==> src/rtl/conv_window_gen_if.sv <==
`default_nettype none
// ============================================================================
// Module  : conv_window_gen_if
// Purpose : Pixel-in / window-out handshake bundle for conv_window_gen.
// Revision: 1.0
// ============================================================================
interface conv_window_gen_if #(
    parameter int INPUT_SIZE     = 32,
    parameter int INPUT_CHANNELS = 3,
    parameter int KERNEL_SIZE    = 3,
    parameter int PX_SIZE        = 8
);
    localparam int OUTPUT_SIZE = INPUT_SIZE - (KERNEL_SIZE - 1);
    localparam int POS_W       = (OUTPUT_SIZE > 1) ? $clog2(OUTPUT_SIZE) : 1;
    localparam int PIX_W       = INPUT_CHANNELS * PX_SIZE;
    localparam int WIN_W       = KERNEL_SIZE * KERNEL_SIZE * PIX_W;

    logic             in_valid;
    logic             in_ready;
    logic             in_sof;
    logic [PIX_W-1:0] in_px;
    logic             out_valid;
    logic             out_ready;
    logic [WIN_W-1:0] out_window;
    logic [POS_W-1:0] out_row;
    logic [POS_W-1:0] out_col;
    logic             out_last;

    modport master (
        output in_valid, in_sof, in_px, out_ready,
        input  in_ready, out_valid, out_window, out_row, out_col, out_last
    );

    modport slave (
        input  in_valid, in_sof, in_px, out_ready,
        output in_ready, out_valid, out_window, out_row, out_col, out_last
    );
endinterface
`default_nettype wire

==> src/rtl/conv_window_gen.sv <==
`default_nettype none
// ============================================================================
// Module  : conv_window_gen
// Purpose : Raster-order pixel stream to KxK sliding-window generator.
// Revision: 1.0
// ============================================================================
module conv_window_gen #(
    parameter int INPUT_SIZE     = 32,
    parameter int INPUT_CHANNELS = 3,
    parameter int KERNEL_SIZE    = 3,
    parameter int PX_SIZE        = 8
) (
    input  wire               clk,
    input  wire               rst_n,
    conv_window_gen_if.slave  bus
);
    localparam int OUTPUT_SIZE = INPUT_SIZE - (KERNEL_SIZE - 1);
    localparam int POS_W       = (OUTPUT_SIZE > 1) ? $clog2(OUTPUT_SIZE) : 1;
    localparam int PIX_W       = INPUT_CHANNELS * PX_SIZE;
    localparam int WIN_W       = KERNEL_SIZE * KERNEL_SIZE * PIX_W;
    localparam int CNT_W       = $clog2(INPUT_SIZE);
    localparam logic [CNT_W-1:0] CNT_LAST = CNT_W'(INPUT_SIZE - 1);
    localparam logic [CNT_W-1:0] CNT_K1   = CNT_W'(KERNEL_SIZE - 1);

    typedef enum logic [0:0] {
        FILL   = 1'b0,
        STREAM = 1'b1
    } state_t;

    state_t           state_q, state_d;
    logic [CNT_W-1:0] row_q, row_d;
    logic [CNT_W-1:0] col_q, col_d;
    logic [CNT_W-1:0] pos_r, pos_c;

    logic [PIX_W-1:0] lb_q  [KERNEL_SIZE-1][INPUT_SIZE];
    logic [PIX_W-1:0] lb_d  [KERNEL_SIZE-1][INPUT_SIZE];
    logic [PIX_W-1:0] win_q [KERNEL_SIZE][KERNEL_SIZE];
    logic [PIX_W-1:0] win_d [KERNEL_SIZE][KERNEL_SIZE];

    logic             out_valid_q, out_valid_d;
    logic             out_last_q, out_last_d;
    logic [POS_W-1:0] out_row_q, out_row_d;
    logic [POS_W-1:0] out_col_q, out_col_d;
    logic [WIN_W-1:0] out_window_q, out_window_d;

    logic             in_rdy;
    logic             accept;
    logic             emit;

    // Single output register: a new pixel may enter only if its window can land.
    assign in_rdy = !out_valid_q || bus.out_ready;
    assign accept = bus.in_valid && in_rdy;

    always_comb begin
        // Start-of-frame relocates the incoming pixel to the frame origin.
        if (bus.in_sof) begin
            pos_r = '0;
            pos_c = '0;
        end else begin
            pos_r = row_q;
            pos_c = col_q;
        end
        emit = accept && (state_q == STREAM) && !bus.in_sof && (pos_c >= CNT_K1);
    end

    always_comb begin
        row_d   = row_q;
        col_d   = col_q;
        state_d = state_q;
        if (accept) begin
            if (pos_c == CNT_LAST) begin
                col_d = '0;
                row_d = (pos_r == CNT_LAST) ? '0 : pos_r + 1'b1;
            end else begin
                col_d = pos_c + 1'b1;
                row_d = pos_r;
            end
            if ((pos_r == CNT_LAST) && (pos_c == CNT_LAST)) begin
                state_d = FILL;
            end else if (bus.in_sof) begin
                state_d = FILL;
            end else if ((pos_r == CNT_K1) && (pos_c == '0)) begin
                state_d = STREAM;
            end
        end
    end

    // Line buffer 0 holds the oldest row; each accept cascades one column upward.
    always_comb begin
        lb_d  = lb_q;
        win_d = win_q;
        if (accept) begin
            for (int r = 0; r < KERNEL_SIZE; r++) begin
                for (int c = 0; c < KERNEL_SIZE - 1; c++) begin
                    win_d[r][c] = win_q[r][c+1];
                end
            end
            for (int r = 0; r < KERNEL_SIZE - 1; r++) begin
                win_d[r][KERNEL_SIZE-1] = lb_q[r][pos_c];
            end
            win_d[KERNEL_SIZE-1][KERNEL_SIZE-1] = bus.in_px;
            for (int r = 0; r < KERNEL_SIZE - 2; r++) begin
                lb_d[r][pos_c] = lb_q[r+1][pos_c];
            end
            lb_d[KERNEL_SIZE-2][pos_c] = bus.in_px;
        end
    end

    always_comb begin
        out_valid_d  = out_valid_q;
        out_last_d   = out_last_q;
        out_row_d    = out_row_q;
        out_col_d    = out_col_q;
        out_window_d = out_window_q;
        if (emit) begin
            out_valid_d = 1'b1;
            out_last_d  = (pos_r == CNT_LAST) && (pos_c == CNT_LAST);
            out_row_d   = POS_W'(pos_r - CNT_K1);
            out_col_d   = POS_W'(pos_c - CNT_K1);
            for (int r = 0; r < KERNEL_SIZE; r++) begin
                for (int c = 0; c < KERNEL_SIZE; c++) begin
                    out_window_d[(r*KERNEL_SIZE + c)*PIX_W +: PIX_W] = win_d[r][c];
                end
            end
        end else if (bus.out_ready) begin
            out_valid_d = 1'b0;
            out_last_d  = 1'b0;
        end
    end

    always_ff @(posedge clk or negedge rst_n) begin
        if (!rst_n) begin
            state_q      <= FILL;
            row_q        <= '0;
            col_q        <= '0;
            out_valid_q  <= 1'b0;
            out_last_q   <= 1'b0;
            out_row_q    <= '0;
            out_col_q    <= '0;
            out_window_q <= '0;
        end else begin
            state_q      <= state_d;
            row_q        <= row_d;
            col_q        <= col_d;
            out_valid_q  <= out_valid_d;
            out_last_q   <= out_last_d;
            out_row_q    <= out_row_d;
            out_col_q    <= out_col_d;
            out_window_q <= out_window_d;
        end
    end

    // Pixel storage carries no control meaning, so it is left unreset.
    always_ff @(posedge clk) begin
        lb_q  <= lb_d;
        win_q <= win_d;
    end

    assign bus.in_ready   = in_rdy;
    assign bus.out_valid  = out_valid_q;
    assign bus.out_last   = out_last_q;
    assign bus.out_row    = out_row_q;
    assign bus.out_col    = out_col_q;
    assign bus.out_window = out_window_q;
endmodule
`default_nettype wire
==> src/flat_wrapper.sv <==
// flat-port wrapper written by rule: the top's interface ports become plain ports
module conv_window_gen_flat 
#(
    parameter int INPUT_SIZE     = 32,
    parameter int INPUT_CHANNELS = 3,
    parameter int KERNEL_SIZE    = 3,
    parameter int PX_SIZE        = 8
)
  (clk, rst_n, bus_in_valid, bus_in_sof, bus_in_px, bus_out_ready, bus_in_ready, bus_out_valid, bus_out_window, bus_out_row, bus_out_col, bus_out_last);
  conv_window_gen_if #(.INPUT_SIZE(INPUT_SIZE), .INPUT_CHANNELS(INPUT_CHANNELS), .KERNEL_SIZE(KERNEL_SIZE), .PX_SIZE(PX_SIZE)) bus_i ();
  input  wire clk;
  input  wire rst_n;
  input wire logic [$bits(bus_i.in_valid)-1:0] bus_in_valid;
  input wire logic [$bits(bus_i.in_sof)-1:0] bus_in_sof;
  input wire logic [$bits(bus_i.in_px)-1:0] bus_in_px;
  input wire logic [$bits(bus_i.out_ready)-1:0] bus_out_ready;
  output wire logic [$bits(bus_i.in_ready)-1:0] bus_in_ready;
  output wire logic [$bits(bus_i.out_valid)-1:0] bus_out_valid;
  output wire logic [$bits(bus_i.out_window)-1:0] bus_out_window;
  output wire logic [$bits(bus_i.out_row)-1:0] bus_out_row;
  output wire logic [$bits(bus_i.out_col)-1:0] bus_out_col;
  output wire logic [$bits(bus_i.out_last)-1:0] bus_out_last;
  assign bus_i.in_valid = bus_in_valid;
  assign bus_i.in_sof = bus_in_sof;
  assign bus_i.in_px = bus_in_px;
  assign bus_i.out_ready = bus_out_ready;
  assign bus_in_ready = bus_i.in_ready;
  assign bus_out_valid = bus_i.out_valid;
  assign bus_out_window = bus_i.out_window;
  assign bus_out_row = bus_i.out_row;
  assign bus_out_col = bus_i.out_col;
  assign bus_out_last = bus_i.out_last;
  conv_window_gen #(.INPUT_SIZE(INPUT_SIZE), .INPUT_CHANNELS(INPUT_CHANNELS), .KERNEL_SIZE(KERNEL_SIZE), .PX_SIZE(PX_SIZE)) u_core (.clk(clk), .rst_n(rst_n), .bus(bus_i));
endmodule
==> config.mk <==
export PLATFORM = sky130hd
export DESIGN_NAME = conv_window_gen_flat
export DESIGN_NICKNAME = d
export VERILOG_FILES = /design/src/rtl/conv_window_gen_if.sv /design/src/rtl/conv_window_gen.sv /design/src/flat_wrapper.sv
export SDC_FILE = /design/constraint.sdc
export NUM_CORES = 2
export LEC_CHECK = 0
export CORE_AREA = 2 2 441 443
export DETAILED_ROUTE_END_ITERATION = 12
export DIE_AREA = 0 0 443 445
export PLACE_DENSITY_LB_ADDON = 0.08
export SYNTH_ARGS = -nofsm -noshare
export SYNTH_HDL_FRONTEND = slang
export SYNTH_SLANG_ARGS = --single-unit
export TNS_END_PERCENT = 10
==> constraint.sdc <==
create_clock -name clk -period 7.6 [get_ports clk]
set_clock_uncertainty 0.2 [all_clocks]
set_input_delay 1.14 -clock clk [delete_from_list [all_inputs] [get_ports clk]]
set_output_delay 1.14 -clock clk [all_outputs]
set_load 0.005 [all_outputs]
==> reports/results.tsv <==
stage	metric	value	unit
run_status	outcome	finished with violations	
run_status	violations	max-capacitance violations, max-slew violations	
sta	fmax	194	MHz
synth	synth_top_area_share	61.8	%
pwr	totalPowerFinal	24.3	mW
sta	tns	0	ns
global_route	grt_overflow	0	
global_route	grt_util_met3	4.38	%
global_route	grt_use_total	24.5	%
cells_and_area	multi_input_area	17100	µm²
global_route	antenna_found_initial	14	
sta	worst_pin_slew	1.50	ns
sta	drv_slew	3	
cts	post-cts-setup-buffer-count	0	
detailed_routing	vias	44700	
sta	period_share	68.0	%
cts	clock_sinks	1991	
setup_path	crit_path_cell_trace	nor2_1 -> a21oi_4 -> buf_12 -> a21oi_1 -> a211o_1 -> a2111oi_1 -> o21ai_0	
cells_and_area	nNetsFinal	5148	
synth	avgSynthCellArea	15.6	µm²
worst_hold_path	hp-class	in -> async	
pwr	power_density	278	nW/µm²
die	start_util	38.9	%
cells_and_area	seqCellArea	56400	µm²
detailed_routing	wl	245	mm
detailed_routing	viasPerCell	5.72	
setup_path	path_max_fanout	28	
detailed_routing	remaining_drc_errors	0	
cells_and_area	fillCellCount	16800	
global_route	grt-busiest-layer	met2	
detailed_routing	firstDrtPassIters	5	
cts	cts_buffers	205	
detailed_routing	initialDrtViolationCount	4764	
global_route	grt_pass1_vias	44000	
synth	yosysMostFrequentCell	edfxtp_1	
setup_path	reg2reg_depth	7	
sta	finalSetupViolCount	0	
synth	synth_top_area_cell	edfxtp_1	
run	drv_cap	1	
synth	async_flop_share	12.0	%
setup_path	cp.arrival	5.62	ns
die	std_cell_rows	161	
cells_and_area	drive_above_1_share	15.1	%
setup_path	reg2reg_to	u_core.bus.out_window[48]$_DFFE_PN0P_	
die	top_level_ports	258	
setup_path	crit_required	8.06	ns
die	die-area	197000	µm²
die	die_w	443	µm
cts	clock_path_buffers	3	
global_route	use_met1	33.9	%
synth	yosysUniqueCellTypes	69	
cts	h-tree-depth	4	
sta	holdWs	0.0762	ns
cells_and_area	area_growth	17.1	%
setup_path	end_kind	register	
global_route	use_met2	39.9	%
cts	cts_tree	yes	
setup_path	startpoint_type	register	
cts	post_cts_resized	0	
synth	yosys-top-cells-area	edfxtp_1, dfrtp_1, dfxtp_1, mux2i_1, mux2_2	
detailed_routing	wl_per_cell	31.4	µm
pwr	leakage	31.0	nW
synth	netlist_instances	4780	
cts	clkSlewWorstSetupHoldPaths	0.06	ns
setup_path	crit_type	reg -> reg	
sta	slew_headroom	-0.333	%
synth	syn_nets	4816	
setup_path	max_stage_delay	1.23	ns
cts	hold_buffers	0	
cts	cts_root_buf	clkbuf_16	
place	numPortBuffers	257	
setup_path	r2r_slack	2.44	ns
synth	netlist_area	74600	µm²
die	core_area	192000	µm²
place	detailed_place_hpwl	140	mm
synth	seq_area_frac_synth	75.6	%
detailed_routing	drtAntennaViolNets	0	
cts	clock_latency	0.85	ns
synth	yosysWarningCount	0	
sta	min_period	5.16	ns
synth	synth_edf_count	1536	
synth	ys_top_cells_by_count	edfxtp_1, nand2_1, mux2i_1	
sta	hold_viol	0	
pwr	max-vdd-ir-drop	249	µV
synth	synthFlopType	edfxtp_1	
die	die_h	445	µm
sta	rsz0062_at_grt	false	
global_route	grt_pass1_wl	344	mm
setup_path	crit-reg2reg-launch	u_core.col_q[3]$_DFFE_PN0N_	
setup_path	cp_slowest_cell	a2111oi_1	
global_route	grt_max_degree	139	
synth	ys_seq_elements	1991	
place	routabilityCongestion	0.802	
## layout by cell type (no fill, tap or decap), drive strengths merged, types with 11 or more instances in the layout
cell type | netlist | layout
edfxtp | 1536 | 1536
nand2 | 655 | 655
clkbuf | 159 | 291
mux2i | 287 | 287
clkdlybuf4s50 | 0 | 253
mux2 | 246 | 246
dfrtp | 239 | 239
dfxtp | 216 | 216
buf | 164 | 195
a221oi | 151 | 151
nor2 | 136 | 136
a22oi | 128 | 128
o21ai | 124 | 124
o22ai | 122 | 122
a21oi | 117 | 117
clkinv | 1 | 79
a211oi | 58 | 58
o2bb2ai | 41 | 41
a2111oi | 33 | 33
nand3 | 30 | 30
nor3 | 30 | 30
a22o | 29 | 29
nor4 | 28 | 28
o211ai | 21 | 21
a211o | 20 | 20
inv | 11 | 18
o221ai | 16 | 16
nor3b | 13 | 13
a32o | 12 | 12
and2 | 12 | 12
a32oi | 11 | 11
## sequential cells by signal (all words and copies together), names as in the netlist
name and count:
u_core.bus.out_last 1, u_core.lb_q 1536, u_core.row_q 5, u_core.bus.out_row 5, u_core.bus.out_valid 1, u_core.win_q 216
u_core.col_q 5, u_core.state_q 1, u_core.bus.out_col 5, u_core.bus.out_window 216
## metal layers
layer / share of wire [%] / wire length (µm) / vias to the layer above
li1: - / - / 19300
met1: 43 / 105000 / 23400
met2: 48 / 117000 / 1738
met3: 6.9 / 16900 / 326
met4: 2.5 / 6160 / 2
met5: 0.0049 / 12 / -
## stage by stage
step / worst slack [ns] / utilization, % / cells / area [µm²]
2_1_floorplan: 0.195 / - / 4780 / 74600
3_3_place_gp: 1.79 / 42.2 / 7431 / 81000
3_5_place_dp: 1.69 / 42.2 / 7431 / 81000
4_1_cts: 2.55 / 45.5 / 7815 / 87400
5_1_grt: 2.35 / 45.5 / 7816 / 87400
6_report: 2.44 / 45.5 / 7818 / 87400
## worst max-delay path: cells and delay by family (launching register included)
family | cells | cell delay, ns
DFF | 1 | 1.00
AOI/OAI and AO/OA | 5 | 2.87
buffers and inverters | 1 | 0.34
and+or+nand+nor | 1 | 0.50
## cells by family after synthesis
kind of cell / count (synthesis) / share of synthesized area [%]
compound gates: 937 / 9.10
buf+inv: 335 / 1.93
simple gates: 969 / 5.51
xor+xnor: 3 / 0.0352
flops: 1991 / 75.6
mux: 538 / 7.71
fa+ha+maj: 7 / 0.117
## final cells by class
| type | instances | area share, % |
|---|---|---|
| tap | 2526 | 3.62 |
| inverter | 12 | 0.0630 |
| clock inverter | 93 | 0.750 |
| sequential | 1991 | 64.6 |
| clock buffer | 291 | 6.56 |
| timing repair buffer | 448 | 4.83 |
| antenna | 3 | 0.00859 |
| multi-input combinational | 2454 | 19.6 |
## where the power goes
group          switching (mW)  total (mW)  internal (mW)
logic                    1.68        2.28          0.595
clock network            4.23        9.65           5.41
registers               0.144        12.4           12.3
## how the worst max path moves through the flow
stage | to | slack (ns) | startpoint
2_1_floorplan | u_core.lb_q[1392]$_DFFE_PP_ | 0.20 | bus_out_ready
3_3_place_gp | u_core.bus.out_window[126]$_DFFE_PN0P_ | 1.79 | bus_in_sof
3_5_place_dp | u_core.bus.out_window[126]$_DFFE_PN0P_ | 1.69 | bus_in_sof
4_1_cts | u_core.win_q[78]$_DFF_P_ | 2.55 | u_core.col_q[3]$_DFFE_PN0N_
5_1_grt | u_core.win_q[78]$_DFF_P_ | 2.35 | bus_in_sof
6_report | u_core.bus.out_window[48]$_DFFE_PN0P_ | 2.44 | u_core.col_q[3]$_DFFE_PN0N_
(Power assumes the default switching activity.)
